`config.mk`:
```
export PLATFORM = sky130hd
export DESIGN_NAME = mtm_alu_serializer
export DESIGN_NICKNAME = d
export VERILOG_FILES = /design/src/rtl/mtm_alu_pkg.sv /design/src/rtl/mtm_alu_ser_fifo.sv /design/src/rtl/mtm_alu_serializer.sv
export SDC_FILE = /design/constraint.sdc
export NUM_CORES = 1
export LEC_CHECK = 0
export ABC_CLOCK_PERIOD_IN_PS = 4600
export CELL_PAD_IN_SITES_DETAIL_PLACEMENT = 1
export CELL_PAD_IN_SITES_GLOBAL_PLACEMENT = 2
export CORE_UTILIZATION = 37
export CTS_CLUSTER_DIAMETER = 100
export DETAILED_ROUTE_END_ITERATION = 12
export PLACE_DENSITY = 0.83
export SKIP_CTS_REPAIR_TIMING = 1
export SLEW_MARGIN = 30
export SYNTH_ARGS = -nofsm -noshare
export SYNTH_HDL_FRONTEND = slang
export SYNTH_HIERARCHICAL = 1
export SYNTH_SLANG_ARGS = --single-unit
export TNS_END_PERCENT = 100
```
`constraint.sdc`:
```
create_clock -name clk -period 4.6 [get_ports clk]
set_input_delay 1.15 -clock clk [delete_from_list [all_inputs] [get_ports clk]]
set_output_delay 1.15 -clock clk [all_outputs]
set_load 0.005 [all_outputs]
```
`src/rtl/mtm_alu_pkg.sv`:
```
// Shared types and constants for the MTM ALU serial link.
package mtm_alu_pkg;

  localparam int unsigned PACKET_W  = 10;
  localparam int unsigned DATA_BITS = 10;
  localparam int unsigned BIT_CNT_W = 4;
  localparam int unsigned GAP_CNT_W = 3;

  localparam logic START_BIT = 1'b0;
  localparam logic STOP_BIT  = 1'b1;

  typedef logic [PACKET_W-1:0] packet_t;

  typedef enum logic [2:0] {
    IDLE,
    START,
    DATA,
    STOP,
    GAP
  } ser_state_e;

endpackage

```
`src/rtl/mtm_alu_ser_fifo.sv`:
```
// Packet FIFO feeding the serializer; DEPTH must be a power of two.
module mtm_alu_ser_fifo
  import mtm_alu_pkg::*;
#(
  parameter int unsigned DEPTH = 4
) (
  input  logic    clk,
  input  logic    rst,
  input  logic    push,
  input  packet_t push_data,
  input  logic    pop,
  output packet_t pop_data,
  output logic    full,
  output logic    empty
);

  localparam int unsigned AW = $clog2(DEPTH);
  localparam int unsigned CW = AW + 1;

  logic [AW-1:0] wr_ptr_q, wr_ptr_d;
  logic [AW-1:0] rd_ptr_q, rd_ptr_d;
  logic [CW-1:0] count_q, count_d;
  packet_t       mem_q [DEPTH];
  logic          do_push;
  logic          do_pop;

  assign full     = (count_q == CW'(DEPTH));
  assign empty    = (count_q == '0);
  assign do_push  = push & ~full;
  assign do_pop   = pop & ~empty;
  assign pop_data = mem_q[rd_ptr_q];

  // Pointers wrap naturally because DEPTH is a power of two.
  always_comb begin
    wr_ptr_d = wr_ptr_q;
    rd_ptr_d = rd_ptr_q;
    count_d  = count_q + CW'(do_push) - CW'(do_pop);
    if (do_push) wr_ptr_d = wr_ptr_q + AW'(1);
    if (do_pop)  rd_ptr_d = rd_ptr_q + AW'(1);
  end

  always_ff @(posedge clk) begin
    if (rst) begin
      wr_ptr_q <= '0;
      rd_ptr_q <= '0;
      count_q  <= '0;
    end else begin
      wr_ptr_q <= wr_ptr_d;
      rd_ptr_q <= rd_ptr_d;
      count_q  <= count_d;
    end
  end

  always_ff @(posedge clk) begin
    if (do_push) mem_q[wr_ptr_q] <= push_data;
  end

endmodule

```
`src/rtl/mtm_alu_serializer.sv`:
```
// Serializes 10-bit packets into start/data/stop frames on an idle-high line.
// Define MTM_ALU_SER_FIFO_EN for a FIFO_DEPTH input FIFO; otherwise one holding register.
module mtm_alu_serializer
  import mtm_alu_pkg::*;
#(
  parameter int unsigned FIFO_DEPTH = 4,
  parameter int unsigned GAP_CYCLES = 1
) (
  input  logic                clk,
  input  logic                rst,
  input  logic [PACKET_W-1:0] packet,
  input  logic                packet_valid,
  output logic                packet_ready,
  output logic                sout,
  output logic                busy
);

  if ((FIFO_DEPTH < 2) || (FIFO_DEPTH > 16) || ((FIFO_DEPTH & (FIFO_DEPTH - 1)) != 0)) begin : g_bad_depth
    $error("FIFO_DEPTH must be a power of two in 2..16");
  end
  if ((GAP_CYCLES < 1) || (GAP_CYCLES > 7)) begin : g_bad_gap
    $error("GAP_CYCLES must be in 1..7");
  end

  ser_state_e           state_q, state_d;
  packet_t              shift_q, shift_d;
  logic [BIT_CNT_W-1:0] bit_cnt_q, bit_cnt_d;
  logic [GAP_CNT_W-1:0] gap_cnt_q, gap_cnt_d;
  logic                 sout_q, sout_d;
  logic                 busy_q, busy_d;
  logic                 ready_en_q, ready_en_d;

  logic    buf_empty;
  logic    buf_room;
  packet_t buf_head;
  logic    buf_pop;
  logic    buf_push;
  logic    accept;
  logic    gap_last;
  logic    launch;
  logic    bypass;

  // A new frame may start from IDLE or on the last gap cycle; an empty buffer
  // lets the incoming word go straight into the shift register.
  assign gap_last     = (gap_cnt_q == GAP_CNT_W'(GAP_CYCLES - 1));
  assign launch       = (state_q == IDLE) | ((state_q == GAP) & gap_last);
  assign buf_pop      = launch & ~buf_empty;
  assign packet_ready = ready_en_q & buf_room;
  assign accept       = packet_valid & packet_ready;
  assign bypass       = launch & buf_empty & accept;
  assign buf_push     = accept & ~bypass;

`ifdef MTM_ALU_SER_FIFO_EN
  logic fifo_full;

  mtm_alu_ser_fifo #(
    .DEPTH(FIFO_DEPTH)
  ) u_fifo (
    .clk      (clk),
    .rst      (rst),
    .push     (buf_push),
    .push_data(packet),
    .pop      (buf_pop),
    .pop_data (buf_head),
    .full     (fifo_full),
    .empty    (buf_empty)
  );

  assign buf_room = ~fifo_full;
`else
  packet_t hold_q, hold_d;
  logic    hold_valid_q, hold_valid_d;

  assign buf_empty = ~hold_valid_q;
  assign buf_head  = hold_q;
  assign buf_room  = ~hold_valid_q | buf_pop;

  always_comb begin
    hold_d       = hold_q;
    hold_valid_d = hold_valid_q;
    if (buf_pop) hold_valid_d = 1'b0;
    if (buf_push) begin
      hold_d       = packet;
      hold_valid_d = 1'b1;
    end
  end

  always_ff @(posedge clk) begin
    if (rst) begin
      hold_q       <= '0;
      hold_valid_q <= 1'b0;
    end else begin
      hold_q       <= hold_d;
      hold_valid_q <= hold_valid_d;
    end
  end
`endif

  // Frame sequencer; sout and busy are derived from the next state so they are registered.
  always_comb begin
    state_d    = state_q;
    shift_d    = shift_q;
    bit_cnt_d  = bit_cnt_q;
    gap_cnt_d  = gap_cnt_q;
    ready_en_d = 1'b1;
    case (state_q)
      IDLE: begin
        if (buf_pop || bypass) begin
          state_d = START;
          shift_d = buf_pop ? buf_head : packet;
        end
      end
      START: begin
        state_d   = DATA;
        bit_cnt_d = '0;
      end
      DATA: begin
        if (bit_cnt_q == BIT_CNT_W'(DATA_BITS - 1)) begin
          state_d   = STOP;
          bit_cnt_d = '0;
        end else begin
          bit_cnt_d = bit_cnt_q + BIT_CNT_W'(1);
          shift_d   = {shift_q[PACKET_W-2:0], 1'b0};
        end
      end
      STOP: begin
        state_d   = GAP;
        gap_cnt_d = '0;
      end
      GAP: begin
        if (gap_last) begin
          gap_cnt_d = '0;
          if (buf_pop || bypass) begin
            state_d = START;
            shift_d = buf_pop ? buf_head : packet;
          end else begin
            state_d = IDLE;
          end
        end else begin
          gap_cnt_d = gap_cnt_q + GAP_CNT_W'(1);
        end
      end
      default: state_d = IDLE;
    endcase

    case (state_d)
      START:   sout_d = START_BIT;
      DATA:    sout_d = shift_d[PACKET_W-1];
      default: sout_d = STOP_BIT;
    endcase
    busy_d = (state_d != IDLE);
  end

  always_ff @(posedge clk) begin
    if (rst) begin
      state_q    <= IDLE;
      shift_q    <= '0;
      bit_cnt_q  <= '0;
      gap_cnt_q  <= '0;
      sout_q     <= STOP_BIT;
      busy_q     <= 1'b0;
      ready_en_q <= 1'b0;
    end else begin
      state_q    <= state_d;
      shift_q    <= shift_d;
      bit_cnt_q  <= bit_cnt_d;
      gap_cnt_q  <= gap_cnt_d;
      sout_q     <= sout_d;
      busy_q     <= busy_d;
      ready_en_q <= ready_en_d;
    end
  end

  assign sout = sout_q;
  assign busy = busy_q;

endmodule

```
==> metrics.md <==
| Metric | Value |
|---|---|
| Antenna violations before repair | 0 |
| Area grow syn2layout | 15.7% |
| Share of cells above drive strength 1 | 8.00% |
| Reg-to-reg slack, setup | 2670 ps |
| TritonCTS clock tree | built |
| Slowest-stage cell, CP | clkdlybuf4s50_1 |
| Residual DRC | 0 |
| Critical Path Max Stage Delay | 510 ps |
| I/O Pins | 16 |
| Via count | 1,342 |
| IO buf count | 15 |
| Largest net degree at the start of global routing | 28 |
| CTS Buffer Depth | 2 |
| RSZ-0062 raised after global routing | false |
| First-pass detailed-route iteration total | 4 |
| Post-route setup TNS | 0 ps |
| Synth unique cells | 38 |
| Tot GR Track Use | 18.2% |
| Drt initial violations | 24 |
| Max_slew headroom | 52.3% |
| Setup crit start kind | register |
| Power per cell area | 327 mW/mm2 |
| Clk slew on worst S/H paths | 70 ps |
| Crit path kind | register to output pin |
| Worst path bufs/invs | 2 |
| Syn avg cell area | 8.91 um2 |
| Worst Hold Class | register to register |
| Synthesized cell area | 0.00166 mm2 |
| Worst Reg-to-Reg Cells | 6 |
| Full die area | 0.00475 mm2 |
| Core area | 0.00414 mm2 |
| Commonest cells after routing, fill and taps aside | dfxtp_1, nand2_1, mux2i_1 |
| Crit path max fanout | 4 |
| Critical path cell sequence | inv_1 > ha_1 > nor2b_1 > o21a_4 > nor2_1 > nor2b_1 > clkdlybuf4s50_1 |
| Number of buffers created by CTS | 5 |
| CP required | 3450 ps |
| WHS Path Cells | 2 |
| Maximum VDD drop | 0.000168 V |
| Crit path max-delay family | buffers and inverters |
| Skew final | 5.89 ps |
| Critical Path Sink Type | output pin |
| Ant diodes | 0 |
| Slew Limit Fails | 0 |
| Root buffer selected by CTS | clkbuf_8 |
| Commonest non-fill, non-tap cell in the layout | dfxtp_1 |
| Die height | 68.9 um |
| Arr. time, crit path | 2010 ps |
| R2R Path End | buf_head[6]$_SDFFE_PP0P_ |
| Final-report setup violation count | 0 |
| Ys Warns | 6 |
| Mapped Cells | 186 |
| Hold Crit Start | buf_head[5]$_SDFFE_PP0P_ |
| Routed WL | 3660 um |
| Total gr overflow | 0 |
| Slew @ Worst Pin | 712 ps |
| Tmin final | 3160 ps |
| DR vias/cell | 5.37 |
| ANT nets after route | 0 |
| Max cap viols | 0 |
| RePlAce Congestion | 0.753 |
| Max Fclk | 0.316 GHz |
| First-pass GRT wire length | 6120 um |
| Register area share after synthesis | 41.1% |
| Nets | 216 |
| Final period util | 68.8% |
| Row count | 23 |
| Clk_lat worst skew | 290 ps |
| DP HPWL | 2610 um |
| Hold Path Sink | buf_head[5]$_SDFFE_PP0P_ |
| Pwr Total | 0.000627 W |
| Die Width | 68.9 um |
| Mapped Nets | 203 |
| Post-synthesis register bit count | 34 |
| Reg2reg start | gap_cnt_q[0]$_SDFFE_PP0P_ |
| Cell mode on critical path | nor2b_1 |
| Vias in the first global route | 1,287 |
| CTS Sinks | 34 |
| Initial Util | 40.0% |
| Routed len/inst | 14.7 um |
| Status | completed |
| H-Tree Level Count | 2 |
| Endpoints failing hold | 0 |
| Leak | 0.660 nW |
## cell families after synthesis
logic type	share of synthesized area (%)
AND/OR/NAND/NOR	19.6
flip-flops	41.1
multiplexers	13.5
AO/OA/AOI/OAI	17.4
adder cells (fa/ha/maj)	3.02
buffers and inverters	5.36
## per-stage QoR
stage	utilization [%]	instance area, um2	hold WS [ps]	worst slack (ps)	std cells
after global routing	46.3	1920	482	1310	250
after CTS	46.3	1920	467	1420	250
after floorplan	-	1660	431	2330	186
after global placement	44.0	1820	441	1700	242
final	46.3	1920	461	1440	250
after detailed placement	44.0	1820	457	1540	242
## cell type report
cell class,instances,area (um2)
clock buffers,6,82.6
clock inverters,2,12.5
inverters,7,26.3
multi-input cells,134,887
repair buffers,17,165
fillers,511,2230
well taps,50,62.6
flip-flops and latches,34,681
## where the power goes
| part | leakage, nW | internal, W | switching, W |
|---|---|---|---|
| Sequential | 0.277 | 0.000307 | 0.0000105 |
| Combinational | 0.336 | 0.0000394 | 0.0000389 |
| Clock | 0.0472 | 0.000120 | 0.000112 |
| Total | 0.660 | 0.000466 | 0.000161 |
## sequential cells by signal, summed over array words and instances (netlist names)
register      flops
buf_head         10
shift_q          10
bit_cnt_q         4
gap_cnt_q         3
state_q           3
busy              1
hold_valid_q      1
ready_en_q        1
sout              1
## worst max path at each step
stage	from	to	slack [ps]	cells after the start
finish	gap_cnt_q[0]$_SDFFE_PP0P_	packet_ready	1440	7
floorplan	gap_cnt_q[0]$_SDFFE_PP0P_	packet_ready	2330	6
CTS	gap_cnt_q[0]$_SDFFE_PP0P_	packet_ready	1420	7
global placement	rst	bit_cnt_q[1]$_SDFFE_PP0P_	1700	4
global route	gap_cnt_q[1]$_SDFFE_PP0P_	packet_ready	1310	7
detailed placement	rst	buf_head[3]$_SDFFE_PP0P_	1540	5
## worst reg2reg max path: stages, from the launching register on
cell	delay (ps)
dfxtp_1	340
inv_1	70
ha_1	160
nor2b_1	280
o21a_4	210
mux2i_4	530
mux2i_1	270
## Yosys cell counts (all sizes together)
cell type / number / area (um2)
nand3: 16 / 80.1
mux2: 1 / 11.3
a21oi: 16 / 80.1
dfxtp: 34 / 681
a2bb2oi: 8 / 70.1
inv: 6 / 22.5
a22oi: 2 / 15.0
buf: 8 / 51.3
o22ai: 1 / 6.26
and2: 3 / 18.8
nor2b: 4 / 25.0
nand4: 1 / 6.26
o211ai: 1 / 7.51
a211oi: 1 / 7.51
o21a: 2 / 22.5
clkbuf: 3 / 11.3
o31ai: 1 / 7.51
nor3: 2 / 10.0
nand2: 27 / 101
mux2i: 20 / 213
nand3b: 2 / 15.0
o211a: 1 / 10.0
nor2: 8 / 37.5
clkinv: 1 / 3.75
a21o: 1 / 7.51
a31oi: 2 / 12.5
a41oi: 1 / 8.76
nor3b: 1 / 12.5
nand2b: 3 / 18.8
ha: 4 / 50.1
a311oi: 2 / 17.5
o21ai: 3 / 15.0
## per-layer routing
layer / up-vias / routed length, um / track usage (%)
li1: 678 / - / -
met1: 644 / 1720 / 21.5
met2: 15 / 1790 / 30.3
met3: 5 / 106 / 5.43
met4: 0 / 46 / 7.65
met5: - / 0 / 0
Power figures use the tool's default switching activity.
